--- src/rtl/mul_hilo_capture.sv ---
// HI/LO capture stage for the multicycle 32x32 multiplier.
// Registers the multiplier operands, waits SETTLE_CYCLES (legal range 1..15) for the
// combinational product to settle, then loads it into HI/LO and pulses done. It also
// serves direct HI/LO writes (mthi/mtlo) while idle.
// Optional build macro HILO_OVF_FLAG_EN adds o_ovf, which is set at capture when the
// product does not fit in 32 signed bits.
module mul_hilo_capture #(
  parameter int unsigned SETTLE_CYCLES = 2
) (
  input  logic        i_clock,
  input  logic        i_clear,
  input  logic        i_start,
  input  logic [31:0] i_op_a,
  input  logic [31:0] i_op_b,
  output logic [31:0] o_mul_a,
  output logic [31:0] o_mul_b,
  input  logic [63:0] i_product,
  input  logic        i_hi_wr,
  input  logic        i_lo_wr,
  input  logic [31:0] i_wr_data,
  output logic        o_busy,
  output logic        o_done,
  output logic [31:0] o_hi,
  output logic [31:0] o_lo
`ifdef HILO_OVF_FLAG_EN
  ,
  output logic        o_ovf
`endif
);

  // Counter is loaded with SETTLE_CYCLES-1 so capture happens on the SETTLE_CYCLES-th edge.
  localparam logic [3:0] SettleInit = 4'(SETTLE_CYCLES - 1);

  typedef enum logic [0:0] {StIdle, StWait} state_e;

  state_e      r_state, w_state_nxt;
  logic [3:0]  r_count, w_count_nxt;
  logic [31:0] r_mul_a, w_mul_a_nxt;
  logic [31:0] r_mul_b, w_mul_b_nxt;
  logic [31:0] r_hi, w_hi_nxt;
  logic [31:0] r_lo, w_lo_nxt;
  logic        r_done, w_done_nxt;
`ifdef HILO_OVF_FLAG_EN
  logic        r_ovf, w_ovf_nxt;
`endif

  // Next-state decode: operand capture, settle countdown, HI/LO capture and direct writes.
  always_comb begin
    w_state_nxt = r_state;
    w_count_nxt = r_count;
    w_mul_a_nxt = r_mul_a;
    w_mul_b_nxt = r_mul_b;
    w_hi_nxt    = r_hi;
    w_lo_nxt    = r_lo;
    w_done_nxt  = 1'b0;
`ifdef HILO_OVF_FLAG_EN
    w_ovf_nxt   = r_ovf;
`endif
    unique case (r_state)
      StIdle: begin
        // Direct writes land even when a multiply starts on the same edge; the later
        // capture overwrites both halves anyway.
        if (i_hi_wr) w_hi_nxt = i_wr_data;
        if (i_lo_wr) w_lo_nxt = i_wr_data;
`ifdef HILO_OVF_FLAG_EN
        if (i_hi_wr || i_lo_wr) w_ovf_nxt = 1'b0;
`endif
        if (i_start) begin
          w_mul_a_nxt = i_op_a;
          w_mul_b_nxt = i_op_b;
          w_count_nxt = SettleInit;
          w_state_nxt = StWait;
        end
      end
      StWait: begin
        // start, hi_wr and lo_wr are deliberately ignored here.
        if (r_count != 4'd0) begin
          w_count_nxt = r_count - 4'd1;
        end else begin
          w_hi_nxt    = i_product[63:32];
          w_lo_nxt    = i_product[31:0];
          w_done_nxt  = 1'b1;
          w_state_nxt = StIdle;
`ifdef HILO_OVF_FLAG_EN
          w_ovf_nxt   = (i_product[63:32] != {32{i_product[31]}});
`endif
        end
      end
      default: w_state_nxt = StIdle;
    endcase
  end

  // State and datapath registers; clear aborts any in-flight multiply.
  always_ff @(posedge i_clock or posedge i_clear) begin
    if (i_clear) begin
      r_state <= StIdle;
      r_count <= 4'd0;
      r_mul_a <= 32'd0;
      r_mul_b <= 32'd0;
      r_hi    <= 32'd0;
      r_lo    <= 32'd0;
      r_done  <= 1'b0;
`ifdef HILO_OVF_FLAG_EN
      r_ovf   <= 1'b0;
`endif
    end else begin
      r_state <= w_state_nxt;
      r_count <= w_count_nxt;
      r_mul_a <= w_mul_a_nxt;
      r_mul_b <= w_mul_b_nxt;
      r_hi    <= w_hi_nxt;
      r_lo    <= w_lo_nxt;
      r_done  <= w_done_nxt;
`ifdef HILO_OVF_FLAG_EN
      r_ovf   <= w_ovf_nxt;
`endif
    end
  end

  assign o_mul_a = r_mul_a;
  assign o_mul_b = r_mul_b;
  assign o_busy  = (r_state == StWait);
  assign o_done  = r_done;
  assign o_hi    = r_hi;
  assign o_lo    = r_lo;
`ifdef HILO_OVF_FLAG_EN
  assign o_ovf   = r_ovf;
`endif

endmodule

--- config.mk ---
export PLATFORM = sky130hd
export DESIGN_NAME = mul_hilo_capture
export DESIGN_NICKNAME = d
export VERILOG_FILES = /design/src/rtl/mul_hilo_capture.sv
export SDC_FILE = /design/constraint.sdc
export NUM_CORES = 1
export LEC_CHECK = 0
export ABC_AREA = 0
export BUFFER_PORTS_ARGS = -buffer_cell sky130_fd_sc_hd__buf_2
export CAP_MARGIN = 20
export CORE_ASPECT_RATIO = 1.1
export CORE_MARGIN = 5
export CORE_UTILIZATION = 30
export CTS_BUF_LIST = sky130_fd_sc_hd__clkbuf_8
export CTS_CLUSTER_SIZE = 10
export DETAILED_ROUTE_END_ITERATION = 8
export GPL_TIMING_DRIVEN = 0
export HOLD_SLACK_MARGIN = 0.03
export SLEW_MARGIN = 20
export SYNTH_ARGS = -nofsm -noshare
export SYNTH_HDL_FRONTEND = slang
export SYNTH_SLANG_ARGS = --single-unit
--- constraint.sdc ---
create_clock -name i_clock -period 7.4 [get_ports i_clock]
set_input_delay 0.74 -clock i_clock [delete_from_list [all_inputs] [get_ports i_clock]]
set_output_delay 0.74 -clock i_clock [all_outputs]
set_load 0.03 [all_outputs]
## Word level (Yosys, flattened, before mapping)

Index checks and enable logic that the tools add are counted.

| word-level totals | value |
|---|---|
| bits in registers | 134 |
| bits of input ports | 165 |
| output and inout bits | 130 |
| word-level logic and storage cells | 33 |

| operators by class | value |
|---|---|
| add/sub/neg operators | 1 |
| eq/ne operators | 5 |
| multiplexer cells | 14 |
| bitwise operators | 1 |
| reduce and logical (&&, ||, !) cells | 5 |

Operators with widths:

| operator | number |
|---|---|
| $mux W32 | 4 |
| $pmux W32 S2 | 2 |
| $mux W4 | 2 |
| $ne A2 B2 Y1 const B | 4 |
| $pmux W4 S2 | 1 |
| $reduce_and A2 Y1 | 4 |
| $mux W1 | 4 |
| $reduce_bool A4 Y1 | 1 |
| $sub A4 B1 Y4 const B | 1 |
| $ne A2 B1 Y1 const B | 1 |
| $pmux W1 S2 | 1 |
| $not A1 Y1 | 1 |

## Longest topological paths before layout

Gate-level depths: netlist of the first run.

| logic depth | value |
|---|---|
| word-level depth | 3 |
| mapped depth | 6 |
| mapped depth without buffers | 5 |

## Worst setup path after synthesis of the first run

OpenSTA, ideal clock, no wires.

| timing | value |
|---|---|
| kind | register to register |
| start | register r_count[0] |
| end | register r_lo[21] (netlist: o_lo[21]) |
| setup time | 0.125 ns |
| arrival | 1.508 ns |
| required time | 7.275 ns |
| path slack | 5.767 ns |
| cell stages (with the launch flop) | 7 |
| period minus slack after synthesis | 1.633 ns |
| path through | dfrtp_1 -> inv_1 -> ha_1 -> and4bb_4 -> a21oi_4 -> buf_6 -> mux2_2 |

| on the way | value |
|---|---|
| cells in the longest elaborated chain, start to end | 3 |

Ends and longest elaborated chain:

| element | line | source |
|---|---|---|
| start, declared | 37 | `logic [3:0] r_count, w_count_nxt;` |
| start signal, assigned | 108 | `r_count <= w_count_nxt;` |
| $reduce_bool A4 Y1 | 77 | `if (r_count != 4'd0) begin` |
| $ne A2 B2 Y1 (no line) | - |  |
| $reduce_and A2 Y1 (no line) | - |  |
| end signal, assigned | 112 | `r_lo <= w_lo_nxt;` |
| end, declared | 41 | `logic [31:0] r_lo, w_lo_nxt;` |

No other way between the ends.
A chain may end at the register's enable or synchronous reset.

## Worst setup path in the final report of the first run

| timing | value |
|---|---|
| start | register r_count[0] |
| end | register r_hi[18] (netlist: o_hi[18]) |

| on the way | value |
|---|---|
| cells in the longest elaborated chain, start to end | 3 |

Ends and longest elaborated chain:

| element | line | source |
|---|---|---|
| $reduce_bool A4 Y1 | 77 |  |
| $ne A2 B2 Y1 (no line) | - |  |
| $reduce_and A2 Y1 (no line) | - |  |
| end signal, assigned | 111 | `r_hi <= w_hi_nxt;` |
| end, declared | 40 | `logic [31:0] r_hi, w_hi_nxt;` |

No other way between the ends.

==> summary.md, run 1 <==
| Metric | Value |
|---|---|
| Max Slew Vio Count | 0 |
| Relative slew slack | 0.5961 |
| Critical path endpoint category | flip-flop |
| Setup total negative slack | 0 ns |
| FF-to-FF setup slack | 5.55 ns |
| H-tree depth | 4 |
| WS Path Type | flip-flop to flip-flop |
| Post-Syn Instances | about 610 |
| Post-CTS Repair Setup Buffers | 0 |
| Unrepaired setup endpoints after global routing | no |
| Critical Path Source | r_count[0] |
| Avg WL per Cell | ~15 microns |
| # DRC | 0 |
| Post-CTS Resized | 0 |
| CTS tree | done |
| Total of max-cap violations | 0 |
| Clock root cell | clkbuf_8 |
| Peak VDD IR | ~0.00021 V |
| Synth Register Bits | between 100 and 150 |
| Starting DRT DRC Count | 140 |
| Distinct cells, synth | 19 |
| CTS Hold Bufs | 0 |
| Pwr/cell area | between 500 and 600 mW/mm^2 |
| Min Hold Slack | between 0.3 and 0.4 ns |
| Core Region | between 0.015 and 0.02 sq mm |
| Required @ worst endpoint | approximately 7.7 ns |
| EDFF count, synth | 0 |
| Ys Warns | 0 |
| Fmax | roughly 540 MHz |
| Tmin final | about 1.9 ns |
| Post-synth top cells | nand2_1 (323), dfrtp_1 (134), mux2_2 (60), nand2b_1 (34), buf_2 (17) |
| Final nets | 1089 |
| Arr. time, crit path | ~2.2 ns |
| Post-synthesis sequential area ratio | 0.5717 |
| IO Port Bufs | about 300 |
| Worst-Margin Slew | roughly 0.6 ns |
| Synthesized cell area | ~0.006 sq mm |
| # fillers | 1962 |
| CTS buffer count | 17 |
| GPL Wtd Cong | between 0.7 and 0.8 |
| Post-Syn Nets | between 700 and 800 |
| Share of the synthesized area in the top cell type | 0.5717 |
| Post-DP HPWL | 13920 microns |
| CP max FO | 10 |
| Routed vias | slightly above 5000 |
| Longest Clk Path Bufs | 2 |
| Clock Pin Slew Worst Setup and Hold Paths | around 0.080 ns |
| Total wire length | 18140 microns |
| Initial antenna violation count | 2 |
| First-pass GRT wire length | 27880 microns |
| Worst-Skew Late Latency | 0.43 ns |
| Reg2reg end | o_hi[18] |
| Dominant register cell in the synthesized netlist | dfrtp_1 |
| Initial core utilization | 0.3061 |
| Post-synthesis async set-or-reset flop share | 1.000 |
| DRT antenna net count | 0 |
| Clk sink count | 134 |
| Ant. Diodes | 0 |
| Total GRT Usage | 0.1596 |
| Worst r2r src | r_count[0] |
| Status | complete, no violations |
| Post-route cell area | around 0.008 sq mm |
| Total grt overflow | 0 |
| Final Cycle Share | 0.2503 |
| Worst Hold Class | input port to async pin |
| Die Footprint | approximately 0.022 sq mm |
| Via density | about 4.3 |
| Fraction of layout cells with a size suffix above 1 | 0.4460 |
| Final setup vio count | 0 |
| Final number of hold-violating endpoints | 0 |
| Most numerous cell in the Yosys netlist | nand2_1 |
| Final Skew | slightly above 0.007 ns |
| Area Overhead vs Synth | 38.82% |
| Die width | about 140 microns |
| Initial DRT Pass Iterations | 4 |
| Area leader, netlist | dfrtp_1 |
| Type of origin of the critical path | flip-flop |
| Largest net degree at the start of global routing | 72 |
| Mean post-synth cell area | 9.647 sq um |
| Vias in the first global route | between 5000 and 6000 |
| # IOs | roughly 300 |
| Leakage | roughly 4.6 nW |
| Synth area leaders | dfrtp_1 (57%), nand2_1 (21%), mux2_2 (12%) |
| Placed cell area | 0.007681 sq mm |
| Worst-case reg-to-reg path depth | 6 |
| Die Ht | approximately 160 microns |
| Std cell rows | 53 |
## placed cells by master (no fill, tap or decap), drive strengths merged, types with 2 or more instances in the layout
cell | netlist | routed
nor2b | 2 | 2
clkinvlp | 0 | 3
bufinv | 0 | 4
clkinv | 0 | 3
clkbuf | 8 | 29
mux2i | 2 | 2
nand2b | 34 | 34
dfrtp | 134 | 134
o21ai | 3 | 3
nor2 | 3 | 3
mux2 | 64 | 64
inv | 4 | 5
nand2 | 323 | 323
ha | 2 | 2
buf | 23 | 318
a21oi | 2 | 2
## metrics by stage
| step | cells | worst slack (ns) | util | total power (W) |
|---|---|---|---|---|
| final | 1182 | 5.548 | 0.4249 | 0.004191 |
| after global routing | 1182 | 5.451 | 0.4249 | 0.004478 |
| after CTS | 1182 | 5.523 | 0.4249 | 0.004258 |
| after detailed placement | 1150 | 5.542 | 0.4008 | 0.003543 |
| after global placement | 1149 | 1.289 | 0.3990 | 0.003520 |
| after floorplan | 608 | 3.077 | - | 0.002834 |
## cell type report
class                           instances  area, sq um  share of cell area
Timing Repair Buffer                  295         1499              0.1841
Clock buffer                           21        289.0             0.03549
Clock inverter                         11        172.7             0.02120
Buffer                                 31        182.7             0.02243
Sequential cell                       134         3353              0.4118
Multi-Input combinational cell        439         2315              0.2843
Inverter                                4        22.52            0.002766
Tap cell                              247        309.0             0.03795
## flip-flops by register name, indices dropped and copies added, names as in the netlist
signal   cells
o_hi        32
o_lo        32
o_mul_a     32
o_mul_b     32
r_count      4
o_busy       1
o_done       1
## how the worst max path moves through the flow
stage | end | slack [ns] | cells past startpoint
after floorplan | o_busy | 3.08 | 1
after global placement | o_hi[24] | 1.29 | 2
after detailed placement | o_lo[6] | 5.54 | 6
after CTS | o_lo[6] | 5.52 | 6
after global routing | o_lo[22] | 5.45 | 6
final | o_hi[18] | 5.55 | 6
## logic make-up (layout without fill, tap and decap cells)
group / count (synthesis) / after routing / share of synthesized area
compound gates: 6 / 6 / 0.009385
simple gates: 364 / 364 / 0.2506
xor+xnor: 1 / 1 / 0.001493
flops: 134 / 134 / 0.5717
mux: 66 / 66 / 0.1288
fa+ha+maj: 2 / 2 / 0.004266
buf+inv: 35 / 362 / 0.03370
## metal layers
metal	up-vias	wire, microns	global-route usage
li1	2531	-	-
met1	2356	7303	0.1867
met2	206	8679	0.2719
met3	18	1906	0.06418
met4	4	223	0.04395
met5	-	27	0
## worst max-delay path, cell delays in order (launching register included)
cell      delay (ns)
dfrtp_1         0.39
inv_1           0.08
ha_1            0.22
and4bb_4        0.23
a21oi_4         0.24
buf_6           0.22
mux2_2          0.35
## power by group
part	switching, W	internal, W	total, W
sequential	0.000181	0.00110	0.00128
clock	0.000296	0.000404	0.000700
combinational	0.00144	0.000768	0.00221
total	0.00192	0.00227	0.00419
(Power assumes the default switching activity.)
==> run 2, diff against run 1 <==
Clock period 7.4 ns to 1.9 ns, I/O delays scaled along.
==> run 2 against run 1 <==
  * Die area is the same
  * Worst setup slack lost 5.5 ns
  * Power grew to 4.0 times the previous value
  * Critical path type unchanged
  * Count of clock-buffer cells in the layout shrank 2
  * Cell count grew 6.4%
  * Via count grew 6.3%
==> summary.md, run 2 (synthesized netlist as in run 1, its figures left out) <==
| Metric | Value |
|---|---|
| Crit path max-delay cell type | dfrtp_1 |
| Die width | 143.3 microns (unchanged) |
| Initial DRT Pass Iterations | 4 (unchanged) |
| Relative slew slack | 0.6323 (+0.03620) |
| Crit-path leading delay family | flip-flops |
| Hold-critical path depth | 4 |
| Fin cells | 1258 (+6.4%) |
| Setup total negative slack | 0 ns (unchanged) |
| Total grt overflow | 0 (unchanged) |
| Post-route cell area | 0.008921 sq mm (+9.6%) |
| Final setup vio count | 0 (unchanged) |
| Max Slew Vio Count | 0 (unchanged) |
| GPL Wtd Cong | 0.7935 (-0.60%) |
| Fmax | 548.9 MHz (+1.7%) |
| Pwr Total | 0.01663 W (+300%) |
| WS Path Type | flip-flop to flip-flop |
| Final number of hold-violating endpoints | 0 (unchanged) |
| Clock Pin Slew Worst Setup and Hold Paths | 0.08 ns (about the same) |
| Avg WL per Cell | 15.18 microns (-1.1%) |
| CTS tree | done |
| Worst-Margin Slew | 0.5516 ns (-0.05430 ns) |
| Fraction of layout cells with a size suffix above 1 | 0.4228 (-0.02322) |
| Die Footprint | 0.02245 sq mm (unchanged) |
| Placed cell area | 0.007730 sq mm (+0.64%) |
| Initial antenna violation count | 2 (unchanged) |
| First-pass GRT wire length | 29680 microns (+6.5%) |
| CTS buffer count | 17 (unchanged) |
| CP max FO | 10 (unchanged) |
| Multi-input logic area | 0.002315 sq mm (unchanged) |
| DRT antenna net count | 0 (unchanged) |
| Tmin final | 1.822 ns (-0.03013 ns) |
| Post-DP HPWL | 14170 microns (+1.8%) |
| Total GRT Usage | 0.1697 (+0.01013) |
| Arr. time, crit path | 2.14 ns (-0.02 ns) |
| Worst Hold Class | input port to flip-flop |
| Final Skew | 0.01029 ns (+0.003187 ns) |
| # IOs | 295 (unchanged) |
| Final Cycle Share | 0.9588 (+0.7086) |
| # fillers | 1824 (-7.0%) |
| Routed vias | 5437 (+6.3%) |
| Std cell rows | 53 (unchanged) |
| Worst-case reg-to-reg path depth | 6 (unchanged) |
| Core Region | 0.01916 sq mm (unchanged) |
| Longest Clk Path Bufs | 2 (unchanged) |
| Clock root cell | clkbuf_8 |
| Type of origin of the critical path | flip-flop |
| Starting DRT DRC Count | 135 (-3.6%) |
| Required @ worst endpoint | 2.22 ns (-5.49 ns) |
| Leakage | 4.962 nW (+7.2%) |
| FF+latch area | 0.003353 sq mm (unchanged) |
| Die Ht | 156.7 microns (unchanged) |
| Pwr/cell area | 1864 mW/mm^2 (+260%) |
| # DRC | 0 (unchanged) |
| Min Hold Slack | 0.07755 ns (-0.2649 ns) |
| Clk sink count | 134 (unchanged) |
| Vias in the first global route | 5768 (+10%) |
| WP buf/inv | 2 (unchanged) |
| Worst-Skew Late Latency | 0.44 ns (about the same) |
| Final nets | 1164 (+6.9%) |
| CP max stage delay | 0.40 ns (about the same) |
| CP cell instances | inv_1 > ha_1 > and4bb_4 > a21oi_4 > buf_6 > mux2_2 |
| Total wire length | 19100 microns (+5.3%) |
| DP Cell Count | 1153 (+0.26%) |
| Via density | 4.322 (-0.13%) |
| Total of max-cap violations | 0 (unchanged) |
| IO Port Bufs | 294 (unchanged) |
| Largest net degree at the start of global routing | 34 (-53%) |
| Area Overhead vs Synth | 52.09% |
| Status | complete, no violations |
| Commonest non-fill, non-tap cells in the layout | nand2_1 (323), buf_2 (311), dfrtp_1 (134), dlygate4sd3_1 (66), mux2_2 (60) |
| Path length in cells of the critical path | 6 (unchanged) |
| Unrepaired setup endpoints after global routing | yes |
| H-tree depth | 4 (unchanged) |
| Peak VDD IR | 0.0008619 V (+310%) |
| Most common cell after layout, fill and taps aside | nand2_1 |
| Initial core utilization | 0.3061 (unchanged) |
| Critical path endpoint category | flip-flop |
run 2: routing by layer:
layer	track usage	up-vias	wire length, microns
met2	0.2990	230	9477
met1	0.1916	2498	7472
met5	0	-	20
li1	-	2676	-
met3	0.06174	31	1761
met4	0.05291	2	369
run 2: timing repair:
| item | 4_1_cts | 5_1_grt |
|---|---|---|
| setup endpoints to repair | 4 | 48 |
| hold buffers | 66 | 0 |
| hold endpoints to repair | 84 | 0 |
| resized for setup | 0 | 4 |
| buffers inserted | 2 | 4 |
run 2: layout make-up:
cell class | instances | share of cell area
flip-flops and latches | 134 | 0.3759
multi-input cells | 439 | 0.2595
repair buffers | 370 | 0.2544
well taps | 247 | 0.03464
clock buffers | 19 | 0.02931
plain buffers | 31 | 0.02216
clock inverters | 13 | 0.02174
inverters | 4 | 0.002104
diodes | 1 | 0.0002805
run 2: tightest hold or removal path: cells and delay by family:
family | cells | cell delay, ns
buffers and inverters | 1 | 0.07
AND/OR/NAND/NOR | 2 | 0.09
multiplexers | 1 | 0.13
run 2: final timing paths:
path | start | end | slack, ns
max reg2reg | r_count[0] | o_hi[3] | 0.08
min reg2reg | o_mul_b[24] | o_mul_b[24] | 0.47
max | r_count[0] | o_hi[3] | 0.08
max in group asynchronous | i_clear | o_hi[26] | 0.79
min in group asynchronous | i_clear | o_mul_b[22] | 0.35
min | i_product[9] | o_lo[9] | 0.08
run 2: per-stage QoR:
step,utilization,worst slack [ns]
2_1_floorplan,-,0.04483
3_3_place_gp,0.3992,-0.9894
3_5_place_dp,0.4033,0.01291
4_1_cts,0.4624,0.03182
5_1_grt,0.4655,-0.005265
6_report,0.4655,0.07822
run 2: power by group:
| part | internal [W] | switching, W |
|---|---|---|
| Sequential | 0.00428 | 0.000693 |
| Combinational | 0.00324 | 0.00572 |
| Clock | 0.00152 | 0.00119 |
